### config.mk
export PLATFORM = sky130hd
export DESIGN_NAME = reg_wr_arbiter_flat
export DESIGN_NICKNAME = d
export VERILOG_FILES = /design/src/rtl/reg_wr_arbiter_pkg.sv /design/src/rtl/reg_wr_arbiter_if.sv /design/src/rtl/reg_wr_arbiter_rr_priority_pick.sv /design/src/rtl/reg_wr_arbiter.sv /design/src/flat_wrapper.sv
export SDC_FILE = /design/constraint.sdc
export NUM_CORES = 1
export LEC_CHECK = 0
export CORE_MARGIN = 8
export CORE_UTILIZATION = 30
export DETAILED_ROUTE_END_ITERATION = 6
export GPL_TIMING_DRIVEN = 0
export SLEW_MARGIN = 25
export SYNTH_ARGS = -nofsm -noshare
export SYNTH_HDL_FRONTEND = slang
export SYNTH_SLANG_ARGS = --single-unit
export TNS_END_PERCENT = 30
### constraint.sdc
create_clock -name REG_Clk -period 10.1 [get_ports REG_Clk]
set_clock_uncertainty 0.05 [all_clocks]
set_input_delay 2.525 -clock REG_Clk [delete_from_list [all_inputs] [get_ports REG_Clk]]
set_output_delay 2.525 -clock REG_Clk [all_outputs]
set_load 0.01 [all_outputs]
### src/rtl/reg_wr_arbiter_pkg.sv
// Shared constants and helpers for the register-bank write-port arbiter.
package reg_wr_arbiter_pkg;

    localparam int DEF_NUM_REQ        = 3;
    localparam int DEF_REG_DATA_WIDTH = 32;
    localparam int DEF_REG_ADDR_WIDTH = 5;
    localparam int GRANT_ID_W         = 3;
    localparam int X0_ADDR            = 0;

    localparam int REQ_ALU  = 0;
    localparam int REQ_LOAD = 1;
    localparam int REQ_CSR  = 2;

    typedef logic [GRANT_ID_W-1:0] req_idx_t;

    // Operands never exceed 2*num_req-1, so one conditional subtract is a full modulo.
    function automatic int rr_wrap(input int idx, input int num_req);
        return (idx >= num_req) ? idx - num_req : idx;
    endfunction

endpackage

### src/rtl/reg_wr_arbiter_if.sv
// Writeback-source request bus and bank-side set/data bus of the write-port arbiter.
interface reg_wr_arbiter_if
    import reg_wr_arbiter_pkg::*;
#(
    parameter int NUM_REQ        = DEF_NUM_REQ,
    parameter int REG_DATA_WIDTH = DEF_REG_DATA_WIDTH,
    parameter int REG_ADDR_WIDTH = DEF_REG_ADDR_WIDTH
);
    localparam int NUM_REGS = 2**REG_ADDR_WIDTH;

    logic                                ARB_Hold;
    logic [NUM_REQ-1:0]                  ARB_Req_Valid;
    logic [NUM_REQ*REG_ADDR_WIDTH-1:0]   ARB_Req_Addr;
    logic [NUM_REQ*REG_DATA_WIDTH-1:0]   ARB_Req_Data;
    logic [NUM_REQ-1:0]                  ARB_Req_Ready;
    logic [NUM_REGS-1:0]                 ARB_Set_OutBUS;
    logic [REG_DATA_WIDTH-1:0]           ARB_Data_OutBUS;
    req_idx_t                            ARB_Grant_Id;

    modport master (
        output ARB_Hold, ARB_Req_Valid, ARB_Req_Addr, ARB_Req_Data,
        input  ARB_Req_Ready, ARB_Set_OutBUS, ARB_Data_OutBUS, ARB_Grant_Id
    );

    modport slave (
        input  ARB_Hold, ARB_Req_Valid, ARB_Req_Addr, ARB_Req_Data,
        output ARB_Req_Ready, ARB_Set_OutBUS, ARB_Data_OutBUS, ARB_Grant_Id
    );

endinterface

### src/rtl/reg_wr_arbiter_rr_priority_pick.sv
// Round-robin pick: rotate requests to start after `last`, find first, map back.
module rr_priority_pick
    import reg_wr_arbiter_pkg::*;
#(
    parameter int NUM_REQ = DEF_NUM_REQ
) (
    input  logic [NUM_REQ-1:0] req,
    input  req_idx_t           last,
    output logic [NUM_REQ-1:0] grant,
    output req_idx_t           grant_idx,
    output logic               any_valid
);

    logic [NUM_REQ-1:0] rot;
    int                 first_k;
    int                 win;

    always_comb begin
        rot = '0;
        for (int k = 0; k < NUM_REQ; k++) begin
            for (int i = 0; i < NUM_REQ; i++) begin
                if (i == rr_wrap(int'(last) + 1 + k, NUM_REQ))
                    rot[k] = req[i];
            end
        end
    end

    // Scan from the far end so the lowest rotated position is the one left standing.
    always_comb begin
        any_valid = 1'b0;
        first_k   = 0;
        for (int k = NUM_REQ - 1; k >= 0; k--) begin
            if (rot[k]) begin
                any_valid = 1'b1;
                first_k   = k;
            end
        end
    end

    always_comb begin
        win       = rr_wrap(int'(last) + 1 + first_k, NUM_REQ);
        grant_idx = req_idx_t'(win);
        grant     = '0;
        for (int i = 0; i < NUM_REQ; i++) begin
            if (any_valid && (i == win))
                grant[i] = 1'b1;
        end
    end

endmodule

### src/rtl/reg_wr_arbiter.sv
// Round-robin arbiter for the single register-bank write port; registered one-hot set strobes.
module reg_wr_arbiter
    import reg_wr_arbiter_pkg::*;
#(
    parameter int NUM_REQ        = DEF_NUM_REQ,
    parameter int REG_DATA_WIDTH = DEF_REG_DATA_WIDTH,
    parameter int REG_ADDR_WIDTH = DEF_REG_ADDR_WIDTH
) (
    input  logic            REG_Clk,
    input  logic            REG_Reset,
    reg_wr_arbiter_if.slave bus
);

    localparam int NUM_REGS = 2**REG_ADDR_WIDTH;

    req_idx_t                  last;
    logic [NUM_REQ-1:0]        pick_grant;
    req_idx_t                  pick_idx;
    logic                      pick_any;

    logic                      wr_vld_p0;
    logic [REG_ADDR_WIDTH-1:0] addr_p0;
    logic [REG_DATA_WIDTH-1:0] data_p0;

    logic [NUM_REGS-1:0]       set_p1;
    logic [REG_DATA_WIDTH-1:0] data_p1;
    req_idx_t                  id_p1;

    // x0 is hard-wired zero in the bank, so its write is acknowledged but produces no strobe.
    function automatic logic [NUM_REGS-1:0] set_decode(input logic [REG_ADDR_WIDTH-1:0] addr);
        if (addr == REG_ADDR_WIDTH'(X0_ADDR))
            return '0;
        return NUM_REGS'(1) << addr;
    endfunction

    rr_priority_pick #(
        .NUM_REQ (NUM_REQ)
    ) u_pick (
        .req       (bus.ARB_Req_Valid),
        .last      (last),
        .grant     (pick_grant),
        .grant_idx (pick_idx),
        .any_valid (pick_any)
    );

    // Stage p0: grant decision and winner's address/data
    assign wr_vld_p0         = pick_any & ~bus.ARB_Hold & REG_Reset;
    assign bus.ARB_Req_Ready = wr_vld_p0 ? pick_grant : '0;

    always_comb begin
        addr_p0 = '0;
        data_p0 = '0;
        for (int i = 0; i < NUM_REQ; i++) begin
            if (i == int'(pick_idx)) begin
                addr_p0 = bus.ARB_Req_Addr[i*REG_ADDR_WIDTH +: REG_ADDR_WIDTH];
                data_p0 = bus.ARB_Req_Data[i*REG_DATA_WIDTH +: REG_DATA_WIDTH];
            end
        end
    end

    // Stage p1: registered strobe, data and grant id presented to the bank
    always_ff @(posedge REG_Clk or negedge REG_Reset) begin
        if (!REG_Reset) begin
            last    <= req_idx_t'(NUM_REQ - 1);
            set_p1  <= '0;
            data_p1 <= '0;
            id_p1   <= '0;
        end else begin
            set_p1 <= '0;
            if (wr_vld_p0) begin
                last    <= pick_idx;
                set_p1  <= set_decode(addr_p0);
                data_p1 <= data_p0;
                id_p1   <= pick_idx;
            end
        end
    end

    assign bus.ARB_Set_OutBUS  = set_p1;
    assign bus.ARB_Data_OutBUS = data_p1;
    assign bus.ARB_Grant_Id    = id_p1;

endmodule

### src/flat_wrapper.sv
// flat-port wrapper written by rule: the top's interface ports become plain ports
module reg_wr_arbiter_flat import reg_wr_arbiter_pkg::*;
#(
    parameter int NUM_REQ        = DEF_NUM_REQ,
    parameter int REG_DATA_WIDTH = DEF_REG_DATA_WIDTH,
    parameter int REG_ADDR_WIDTH = DEF_REG_ADDR_WIDTH
)
  (REG_Clk, REG_Reset, bus_ARB_Hold, bus_ARB_Req_Valid, bus_ARB_Req_Addr, bus_ARB_Req_Data, bus_ARB_Req_Ready, bus_ARB_Set_OutBUS, bus_ARB_Data_OutBUS, bus_ARB_Grant_Id);
  reg_wr_arbiter_if #(.NUM_REQ(NUM_REQ), .REG_DATA_WIDTH(REG_DATA_WIDTH), .REG_ADDR_WIDTH(REG_ADDR_WIDTH)) bus_i ();
  input  logic REG_Clk;
  input  logic REG_Reset;
  input wire logic [$bits(bus_i.ARB_Hold)-1:0] bus_ARB_Hold;
  input wire logic [$bits(bus_i.ARB_Req_Valid)-1:0] bus_ARB_Req_Valid;
  input wire logic [$bits(bus_i.ARB_Req_Addr)-1:0] bus_ARB_Req_Addr;
  input wire logic [$bits(bus_i.ARB_Req_Data)-1:0] bus_ARB_Req_Data;
  output wire logic [$bits(bus_i.ARB_Req_Ready)-1:0] bus_ARB_Req_Ready;
  output wire logic [$bits(bus_i.ARB_Set_OutBUS)-1:0] bus_ARB_Set_OutBUS;
  output wire logic [$bits(bus_i.ARB_Data_OutBUS)-1:0] bus_ARB_Data_OutBUS;
  output wire logic [$bits(bus_i.ARB_Grant_Id)-1:0] bus_ARB_Grant_Id;
  assign bus_i.ARB_Hold = bus_ARB_Hold;
  assign bus_i.ARB_Req_Valid = bus_ARB_Req_Valid;
  assign bus_i.ARB_Req_Addr = bus_ARB_Req_Addr;
  assign bus_i.ARB_Req_Data = bus_ARB_Req_Data;
  assign bus_ARB_Req_Ready = bus_i.ARB_Req_Ready;
  assign bus_ARB_Set_OutBUS = bus_i.ARB_Set_OutBUS;
  assign bus_ARB_Data_OutBUS = bus_i.ARB_Data_OutBUS;
  assign bus_ARB_Grant_Id = bus_i.ARB_Grant_Id;
  reg_wr_arbiter #(.NUM_REQ(NUM_REQ), .REG_DATA_WIDTH(REG_DATA_WIDTH), .REG_ADDR_WIDTH(REG_ADDR_WIDTH)) u_core (.REG_Clk(REG_Clk), .REG_Reset(REG_Reset), .bus(bus_i));
endmodule
==> out/metrics.cfg, run 1 <==
[floorplanning]
die_h_um = 134
die_w_um = 134
row_count = 43
pin_count = 187
core_um2 = 13800
initial_core_util_pct = 30.6
die_area_um2 = 18100

[critical_path]
r2r_slack_ns = 3.16
crit_fanout = 15
critical_path_class = in2out
worst-endpoint-arrival_ns = 7.29
end_kind = output pin
crit_path_start_kind = primary input
required_ns = 7.53

[synthesis]
synthDistinctLibCells = 67
ys_seq_area_share_pct = 40.5
synthAdderAreaFrac_pct = 4.94
synth-simple-area-share_pct = 19.9
syn-cell-area_um2 = 4210
ys_seq_elements = 68
synth-xor-area-share_pct = 2.17
ys.flop_type = dfrtp_1
synth_nets = 624
synth_edf_count = 0
synth_top_family_by_area = compound AO/OA/AOI/OAI gates
muxShareOfSynthArea_pct = 0.981
yosysWarnings = 0
avgSynthCellArea_um2 = 8.57
netlist_instances = 491
synth-compound-area-share_pct = 26.3
ys_async_sr_fraction_pct = 100

[finish]
final_common_cell = clkdlybuf4s50_1
syn_to_final_growth_pct = 60.1
nFillCells = 1384
antenna_cells = 0
multi_input_area_um2 = 2380
ff_latch_area_um2 = 1700
layout_common_cells = 184 x clkdlybuf4s50_1, 82 x nand2_1, 77 x o21ai_0
post-route-util_pct = 48.9
final_nets = 823
layout-drive-gt1-share_pct = 9.50

[clocking]
clk_latency_ns = 0.33
clockBufferDepth = 2
cts_num_sinks = 68
cts-buffers-inserted = 9
cts_tree = done
cts-root-buf = clkbuf_16
cts.clk_slew.worst_paths_ns = 0.06
cts_hold_buf = 0
htreeDepth = 3

[route]
routed_wirelength_um = 15900
post-route-drc-count = 0
routedWlPerCell_um = 18.1
drt-pass1-iter-count = 4
ant_nets = 0
vias_per_cell = 5.06
via_count = 4430
drt-initial-drc-count = 219

[sta]
worst_pin_slew_ns = 0.783
min_period_over_period_pct = 97.6
rsz0062_at_grt = yes
setup_slack_ns = 0.238
fin_crit_ns = 9.86
drv_slew = 0
hold_violations = 0
tns_ns = 0
setup_viol = 0
relSlewSlack_pct = 47.7
fmax_ghz = 0.101

[global_route]
antenna_found_initial = 0
grt_overflow = 0
track_usage_pct = 17.1
grt_max_degree = 40
grt_pass1_wl_um = 24400
grt_pass1_vias = 4687

[placed_design]
dp_hpwl_um = 12500
place_ws_ns = -0.536
numPortBuffers = 186
gp_congestion = 0.877

[job]
drv_cap = 0

[status]
status = completed

[worst_hold_path]
hold_class = reg2reg

## metrics by stage
stage | instances | hold WS, ns | area, um^2
6_report | 875 | 0.426 | 6740
5_1_grt | 875 | 0.460 | 6740
4_1_cts | 872 | 0.433 | 6670
3_5_place_dp | 858 | 0.420 | 6310
3_3_place_gp | 857 | 0.412 | 6290
2_1_floorplan | 491 | 0.466 | 4210
## worst max-delay path: stages
cell             delay (ns)
clkdlybuf4s50_1        0.50
nand3b_1               0.08
a21oi_1                0.14
a21oi_1                0.10
a2111oi_4              0.42
nand2_1                0.16
inv_1                  0.08
ha_1                   0.21
a21oi_1                0.27
xnor2_1                0.28
a21oi_1                0.17
nor2_1                 0.13
ha_1                   0.23
inv_2                  0.11
a211oi_4               0.32
buf_4                  0.19
o2111a_1               0.28
or2_4                  0.28
nor3b_1                0.21
clkdlybuf4s50_1        0.59
## sequential cells by signal, indices dropped and copies added, names as in the netlist
signal                      count
u_core.bus.ARB_Data_OutBUS     32
u_core.bus.ARB_Set_OutBUS      32
u_core.last                     1
u_core.bus.ARB_Grant_Id         3
## cells in the mapped netlist (4+ instances only)
master,instances,area [um^2]
a21oi_1,15,75.1
buf_2,6,30.0
clkbuf_1,26,97.6
dfrtp_1,67,1680
ha_1,15,188
inv_1,10,37.5
nand2_1,82,308
nand2b_1,4,25.0
nand3_1,9,45.0
nor2_1,50,188
nor3_1,5,25.0
nor3b_1,4,30.0
o21ai_0,77,385
o22ai_1,5,31.3
o2bb2ai_1,38,333
or3_1,5,31.3
xnor2_1,5,43.8
## cells by family (layout without fill, tap and decap cells)
family	Yosys count	in the layout
other	1	1
DFF	68	68
and+or+nand+nor	181	181
adders and majority gates	16	16
muxes	4	4
buffers and inverters	49	253
xor gates and xnor gates	8	8
AOI/OAI and AO/OA	164	164
## routing by layer
| metal | vias up | track usage [%] | routed length (um) |
|---|---|---|---|
| met5 | - | 0 | 0 |
| met4 | 0 | 6.05 | 354 |
| met2 | 150 | 29.6 | 7990 |
| li1 | 2144 | - | - |
| met1 | 2114 | 18.6 | 6280 |
| met3 | 22 | 6.28 | 1230 |
## path summary, 6_finish.rpt
check                                                           start                                         end  cells past startpoint
hold reg to reg            u_core.bus.ARB_Data_OutBUS[17]$_DFFE_PN0P_  u_core.bus.ARB_Data_OutBUS[17]$_DFFE_PN0P_                      2
setup / recovery                                 bus_ARB_Req_Valid[0]                        bus_ARB_Req_Ready[1]                     20
max in group asynchronous                                   REG_Reset  u_core.bus.ARB_Data_OutBUS[24]$_DFFE_PN0P_                      2
hold / removal             u_core.bus.ARB_Data_OutBUS[17]$_DFFE_PN0P_  u_core.bus.ARB_Data_OutBUS[17]$_DFFE_PN0P_                      2
setup reg to reg               u_core.bus.ARB_Grant_Id[0]$_DFFE_PN0P_  u_core.bus.ARB_Data_OutBUS[10]$_DFFE_PN0P_                     31
min in group asynchronous                                   REG_Reset     u_core.bus.ARB_Set_OutBUS[30]$_DFF_PN0_                      1
## final cells by class
type / count / area share [%]
Inverter: 11 / 0.613
Clock inverter: 7 / 1.11
Buffer: 31 / 2.21
Sequential cell: 68 / 25.3
Timing Repair Buffer: 195 / 28.8
Multi-Input combinational cell: 374 / 35.3
Tap cell: 180 / 3.34
Clock buffer: 9 / 3.34
## repair_timing
item	CTS	global route
setup endpoints to repair	3	3
pin swaps	1	3
buffers inserted	2	6
gates resized for setup	9	13
Power of run 1 is left out: the tool's default activity adds up to more than one toggle a clock period on the data nets, which glitch-free logic cannot reach.
==> run 2, diff against run 1 <==
--- a/config.mk
+++ b/config.mk
@@ -5,11 +5,12 @@
 export SDC_FILE = /design/constraint.sdc
 export NUM_CORES = 1
 export LEC_CHECK = 0
+export CAP_MARGIN = 20
 export CORE_MARGIN = 8
 export CORE_UTILIZATION = 30
 export DETAILED_ROUTE_END_ITERATION = 6
 export GPL_TIMING_DRIVEN = 0
-export SLEW_MARGIN = 25
+export SLEW_MARGIN = 0
 export SYNTH_ARGS = -nofsm -noshare
 export SYNTH_HDL_FRONTEND = slang
 export SYNTH_SLANG_ARGS = --single-unit
==> run 2 against run 1 <==
  * Register-to-register slack got worse by 0.20 ns
  * Critical endpoint unchanged
  * Worst hold slack barely moved
  * Count of clock-buffer cells in the layout did not move
  * Cell area rose by 0.33%
  * Setup slack got worse by 0.077 ns
==> out/metrics.cfg, run 2 (synthesis results as in run 1) <==
[status]
status = completed  ; unchanged

[global_route]
grt_overflow = 0  ; unchanged
grt_pass1_vias = 4582  ; was 4687
grt_max_degree = 71  ; was 40
grt_pass1_wl_um = 24200  ; was 24400 um
track_usage_pct = 16.9  ; was 17.1%
antenna_found_initial = 0  ; unchanged

[route]
routed_wirelength_um = 15700  ; was 15900 um
via_count = 4416  ; was 4430
drt-initial-drc-count = 212  ; was 219
routedWlPerCell_um = 18.0  ; was 18.1 um
ant_nets = 0  ; unchanged
drt-pass1-iter-count = 4  ; unchanged
post-route-drc-count = 0  ; unchanged
vias_per_cell = 5.06  ; about the same

[sta]
tns_ns = 0  ; unchanged
hold_violations = 0  ; unchanged
setup_viol = 0  ; unchanged
drv_slew = 0  ; unchanged
fin_crit_ns = 9.94  ; was 9.86 ns
relSlewSlack_pct = 41.0  ; was 47.7%
min_period_over_period_pct = 98.4  ; was 97.6%
fmax_ghz = 0.101  ; about the same
setup_slack_ns = 0.161  ; was 0.238 ns
rsz0062_at_grt = yes  ; unchanged
worst_pin_slew_ns = 0.883  ; was 0.783 ns

[finish]
syn_to_final_growth_pct = 60.6  ; was 60.1%
final_common_cell = clkdlybuf4s50_1  ; unchanged
post-route-util_pct = 49.1  ; was 48.9%
layout-drive-gt1-share_pct = 8.53  ; was 9.50%
final_nets = 821  ; was 823
layout_common_cells = 184 x clkdlybuf4s50_1, 82 x nand2_1, 77 x o21ai_0  ; unchanged
antenna_cells = 0  ; unchanged

[placed_design]
dp_hpwl_um = 12300  ; was 12500 um
place_ws_ns = -0.551  ; was -0.536 ns
gp_congestion = 0.877  ; unchanged
numPortBuffers = 186  ; unchanged

[floorplanning]
die_w_um = 134  ; unchanged
die_area_um2 = 18100  ; unchanged
core_um2 = 13800  ; unchanged
die_h_um = 134  ; unchanged
initial_core_util_pct = 30.6  ; unchanged
pin_count = 187  ; unchanged
row_count = 43  ; unchanged

[clocking]
cts-root-buf = clkbuf_16  ; unchanged
clk_latency_ns = 0.33  ; about the same
cts_num_sinks = 68  ; unchanged
cts.clk_slew.worst_paths_ns = 0.06  ; about the same
clockBufferDepth = 2  ; unchanged
htreeDepth = 3  ; unchanged
cts-buffers-inserted = 9  ; unchanged
cts_tree = done  ; unchanged

[critical_path]
worst-endpoint-arrival_ns = 7.36  ; was 7.29 ns
crit_path_start_kind = primary input  ; unchanged
crit_fanout = 15  ; unchanged
critical_path.max_stage_delay_ns = 0.60  ; was 0.59 ns
path_cells = clkdlybuf4s50_1, nor4_1, nor4b_4, nor2b_1, ha_1, inv_1, fa_1, clkbuf_1, nand2_1, o2bb2ai_2, a21oi_1, nor2_1, ha_1, inv_2, a211oi_4, buf_4, o2111a_1, or2_4, nor3b_1, clkdlybuf4s50_1  ; was clkdlybuf4s50_1, nand3b_1, a21oi_1, a21oi_1, a2111oi_4, nand2_1, inv_1, ha_1, a21oi_1, xnor2_1, a21oi_1, nor2_1, ha_1, inv_2, a211oi_4, buf_4, o2111a_1, or2_4, nor3b_1, clkdlybuf4s50_1
required_ns = 7.53  ; about the same
end_kind = output pin  ; unchanged
crit_path_top_delay_cell = clkdlybuf4s50_1  ; unchanged
critical_path_class = in2out  ; unchanged

[worst_hold_path]
hold_class = reg2reg  ; unchanged

[job]
drv_cap = 0  ; unchanged

[run 2: changes by cell type in the layout (fill, tap and decap cells not counted), sizes merged]
cell	change
inv	-1
buf	-2
bufinv	+3
clkinv	-2
clkinvlp	-1
[run 2: final timing paths]
path / slack [ns] / start / endpoint / cells past startpoint
worst min register to register: 0.43 / u_core.bus.ARB_Data_OutBUS[17]$_DFFE_PN0P_ / u_core.bus.ARB_Data_OutBUS[17]$_DFFE_PN0P_ / 2
min in group asynchronous: 2.26 / REG_Reset / u_core.bus.ARB_Set_OutBUS[30]$_DFF_PN0_ / 1
max in group asynchronous: 7.16 / REG_Reset / u_core.bus.ARB_Data_OutBUS[3]$_DFFE_PN0P_ / 1
worst max-delay path: 0.16 / bus_ARB_Req_Valid[2] / bus_ARB_Req_Ready[1] / 20
worst min-delay path: 0.43 / u_core.bus.ARB_Data_OutBUS[17]$_DFFE_PN0P_ / u_core.bus.ARB_Data_OutBUS[17]$_DFFE_PN0P_ / 2
worst max register to register: 2.96 / u_core.bus.ARB_Grant_Id[0]$_DFFE_PN0P_ / u_core.bus.ARB_Data_OutBUS[12]$_DFFE_PN0P_ / 33
[run 2: critical path, delay by kind of cell]
kind,cells,cell delay (ns)
AO/OA/AOI/OAI,4,0.98
adder cells (fa/ha/maj),3,0.57
buffers and inverters,6,1.78
AND/OR/NAND/NOR,7,1.50
[run 2: area by class of cell]
class | count | area (um^2)
inverter | 11 | 45.0
buffer | 32 | 150
tap | 180 | 225
fill | 1369 | 7010
multi-input combinational | 374 | 2370
timing repair buffer | 192 | 1910
sequential | 68 | 1700
clock inverter | 6 | 136
clock buffer | 9 | 225
[run 2: what timing repair did]
item,4_1_cts,5_1_grt
pin swaps,1,2
buffers inserted,0,6
hold buffers,0,0
hold endpoints to repair,0,0
resized for setup,10,8
setup endpoints to repair,3,3
[run 2: through the flow]
stage | hold WS, ns | instances | area, um^2
5_1_grt | 0.456 | 872 | 6760
2_1_floorplan | 0.466 | 491 | 4210
3_5_place_dp | 0.420 | 857 | 6290
3_3_place_gp | 0.412 | 857 | 6290
6_report | 0.427 | 872 | 6760
4_1_cts | 0.433 | 868 | 6690
[run 2: layer usage]
metal	global-route usage, %	share of wire (%)	vias to the layer above	routed length [um]
met4	6.36	2.2	0	346
met5	0	0	-	0
met3	6.10	8.0	22	1250
met1	18.7	39	2107	6090
li1	-	-	2139	-
met2	29.1	51	148	7980
Power of run 2 is left out for the same reason.
==> run 3, diff against run 2 <==
--- a/config.mk
+++ b/config.mk
@@ -7,11 +7,14 @@
 export LEC_CHECK = 0
 export CAP_MARGIN = 20
 export CORE_MARGIN = 8
-export CORE_UTILIZATION = 30
+export CORE_UTILIZATION = 43
 export DETAILED_ROUTE_END_ITERATION = 6
 export GPL_TIMING_DRIVEN = 0
+export PLACE_DENSITY = 0.81
+export RECOVER_POWER = 100
 export SLEW_MARGIN = 0
 export SYNTH_ARGS = -nofsm -noshare
 export SYNTH_HDL_FRONTEND = slang
+export SYNTH_HIERARCHICAL = 1
 export SYNTH_SLANG_ARGS = --single-unit
 export TNS_END_PERCENT = 30
==> run 3 against run 2 <==
  * The flow now finishes with violations (max-capacitance violations, max-slew violations)
  * Synthesized area grew 3.4%
  * Via count shrank 3.2%
  * Routed wire length shrank 5.3%
  * Fmax grew 1.0%
  * Highest routed layer unchanged
==> out/metrics.cfg, run 3 <==
[status]
status = finished with violations  ; was completed
failed_checks = max-capacitance violations, max-slew violations

[floorplanning]
die_w_um = 117  ; was 134 um
pin_count = 187  ; unchanged
die_h_um = 117  ; was 134 um
core_um2 = 9820  ; was 13800 um^2
die_area_um2 = 13600  ; was 18100 um^2
initial_core_util_pct = 44.3  ; was 30.6%
row_count = 36  ; was 43

[worst_hold_path]
hold_class = reg2reg  ; unchanged
holdPathStages = 2  ; unchanged
holdPathEnd = u_core/bus.ARB_Grant_Id[1]$_DFFE_PN0P_  ; was u_core.bus.ARB_Data_OutBUS[17]$_DFFE_PN0P_
hp-start = u_core/bus.ARB_Grant_Id[1]$_DFFE_PN0P_  ; was u_core.bus.ARB_Data_OutBUS[17]$_DFFE_PN0P_

[critical_path]
r2r_cells = 28  ; was 33
required_ns = 7.53  ; about the same
critical_path_class = in2out  ; unchanged
worst-endpoint-arrival_ns = 7.26  ; was 7.36 ns
crit_fanout = 10  ; was 15
end_kind = output pin  ; unchanged
r2r_start = u_core/last[0]$_DFFE_PN0P_  ; was u_core.bus.ARB_Grant_Id[0]$_DFFE_PN0P_
crit_path_start_kind = primary input  ; unchanged
r2r_end = u_core/bus.ARB_Set_OutBUS[27]$_DFF_PN0_  ; was u_core.bus.ARB_Data_OutBUS[12]$_DFFE_PN0P_
r2r_slack_ns = 2.53  ; was 2.96 ns

[synthesis]
ys_async_sr_fraction_pct = 100  ; unchanged
synth_edf_count = 0  ; unchanged
ys.flop_type = dfrtp_1  ; unchanged
avgSynthCellArea_um2 = 9.48  ; was 8.57 um^2
netlist_instances = 459  ; was 491
yosysTopAreaCell = dfrtp_1  ; unchanged
yosys-top-cells-count = 67 x dfrtp_1, 57 x nand2_1, 42 x o21ai_0, 39 x mux2i_1, 32 x a22o_1  ; was 82 x nand2_1, 77 x o21ai_0, 67 x dfrtp_1, 50 x nor2_1, 38 x o2bb2ai_1
syn-cell-area_um2 = 4350  ; was 4210 um^2
synthDistinctLibCells = 64  ; was 67
ys_seq_area_share_pct = 39.1  ; was 40.5%
synthMostInstantiatedCell = dfrtp_1  ; was nand2_1
synth_nets = 590  ; was 624
synth_top_area_share_pct = 38.5  ; was 39.8%
yosysWarnings = 6  ; was 0
synth_area_leaders = dfrtp_1 39%, mux2i_1 9.0%, a22o_1 6.4%  ; was dfrtp_1 40%, o21ai_0 9.2%, o2bb2ai_1 7.9%
ys_seq_elements = 68  ; unchanged

[clocking]
cts-root-buf = clkbuf_8  ; was clkbuf_16
cts.clk_slew.worst_paths_ns = 0.07  ; was 0.06 ns
cts_hold_buf = 0  ; unchanged
htreeDepth = 3  ; unchanged
clockBufferDepth = 2  ; unchanged
cts_num_sinks = 68  ; unchanged
clk_latency_ns = 0.32  ; was 0.33 ns
cts-buffers-inserted = 9  ; unchanged
cts_tree = done  ; unchanged

[placed_design]
dp_hpwl_um = 11800  ; was 12300 um
place_ws_ns = -0.428  ; was -0.551 ns
gp_congestion = 0.832  ; was 0.877
numPortBuffers = 186  ; unchanged

[global_route]
grt_max_degree = 70  ; was 71
track_usage_pct = 21.8  ; was 16.9%
grt_overflow = 0  ; unchanged
grt_pass1_vias = 4544  ; was 4582
grt_pass1_wl_um = 22900  ; was 24200 um
antenna_found_initial = 0  ; unchanged

[route]
vias_per_cell = 5.40  ; was 5.06
via_count = 4273  ; was 4416
drt-initial-drc-count = 166  ; was 212
routed_wirelength_um = 14800  ; was 15700 um
drt-pass1-iter-count = 5  ; was 4
routedWlPerCell_um = 18.7  ; was 18.0 um
ant_nets = 0  ; unchanged
post-route-drc-count = 0  ; unchanged

[sta]
fmax_ghz = 0.102  ; was 0.101 GHz
fin_crit_ns = 9.84  ; was 9.94 ns
drv_slew = 70  ; was 0
rsz0062_at_grt = no  ; was yes
relSlewSlack_pct = -137  ; was 41.0%
setup_viol = 0  ; unchanged
min_period_over_period_pct = 97.4  ; was 98.4%
hold_slack_ns = 0.444  ; was 0.427 ns
setup_slack_ns = 0.261  ; was 0.161 ns
tns_ns = 0  ; unchanged
hold_violations = 0  ; unchanged
worst_pin_slew_ns = 3.55  ; was 0.883 ns

[finish]
post-route-util_pct = 66.6  ; was 49.1%
final_nets = 786  ; was 821
final_common_cell = clkdlybuf4s50_1  ; unchanged
syn_to_final_growth_pct = 50.2  ; was 60.6%
layout-drive-gt1-share_pct = 8.35  ; was 8.53%
layout_common_cells = 118 x clkdlybuf4s50_1, 67 x dlygate4sd3_1, 67 x dfrtp_1  ; was 184 x clkdlybuf4s50_1, 82 x nand2_1, 77 x o21ai_0
antenna_cells = 0  ; unchanged

[job]
drv_cap = 1  ; was 0

-- run 3: stage by stage --
stage               area (um^2)  cells
floorplan                  4350    459
CTS                        6580    791
finish                     6540    792
detailed placement         6380    778
global placement           6380    778
global route               6540    792
-- run 3: area by class of cell --
cell class	instances	area, um^2
repair buffers	187	1860
fillers	823	3280
well taps	133	166
clock buffers	11	151
inverters	13	48.8
plain buffers	38	175
clock inverters	4	48.8
flip-flops and latches	68	1700
multi-input cells	338	2380
-- run 3: kinds of logic (layout without fill, tap and decap cells) --
logic type	Yosys count	count (layout)	share of synthesized area, %
flops	68	68	39.1
simple gates	157	157	20.5
buf+inv	53	253	5.81
mux	40	40	9.23
fa+ha+maj	14	14	4.20
other cells	1	1	0.0862
xor+xnor	8	8	2.13
compound gates	118	118	18.9
-- run 3: worst max path at each step --
stage | start | endpoint | slack, ns | cells after the start
6_report | bus_ARB_Req_Valid[0] | bus_ARB_Req_Ready[2] | 0.26 | 20
5_1_grt | bus_ARB_Req_Valid[2] | bus_ARB_Req_Ready[2] | 0.03 | 21
4_1_cts | bus_ARB_Req_Valid[2] | bus_ARB_Req_Ready[2] | 0.02 | 21
3_5_place_dp | bus_ARB_Req_Valid[2] | bus_ARB_Req_Ready[2] | -0.43 | 23
3_3_place_gp | bus_ARB_Req_Valid[2] | bus_ARB_Req_Ready[0] | -0.29 | 23
2_1_floorplan | bus_ARB_Req_Valid[2] | bus_ARB_Req_Ready[0] | 1.27 | 21
-- run 3: per-layer routing --
metal  share of wire, %  global-route usage (%)  vias up
met5                  0                       0        -
met4                1.6                    6.06        0
met3                 10                    9.15       15
met2                 50                    37.9      178
met1                 38                    23.8     2035
li1                   -                       -     2045
-- run 3: critical path, stage by stage --
cell             delay [ns]
clkdlybuf4s50_1        0.54
nand3b_1               0.17
nand3_1                0.13
o31a_1                 0.15
nor2b_1                0.05
or4_1                  0.53
buf_2                  0.17
nand2b_1               0.16
fa_2                   0.55
inv_1                  0.07
ha_4                   0.19
and4b_1                0.29
ha_4                   0.20
nand2b_1               0.08
o311a_1                0.31
a21oi_2                0.18
o21ai_0                0.12
a21oi_1                0.12
and2_0                 0.16
clkdlybuf4s50_1        0.54
-- run 3: repair_timing --
action                                  CTS  global route
setup buffers                             0             1
pin swaps                                 0             1
endpoints found under the setup margin    3             3
gates resized for setup                   4             6
Power of run 3 is left out for the same reason.
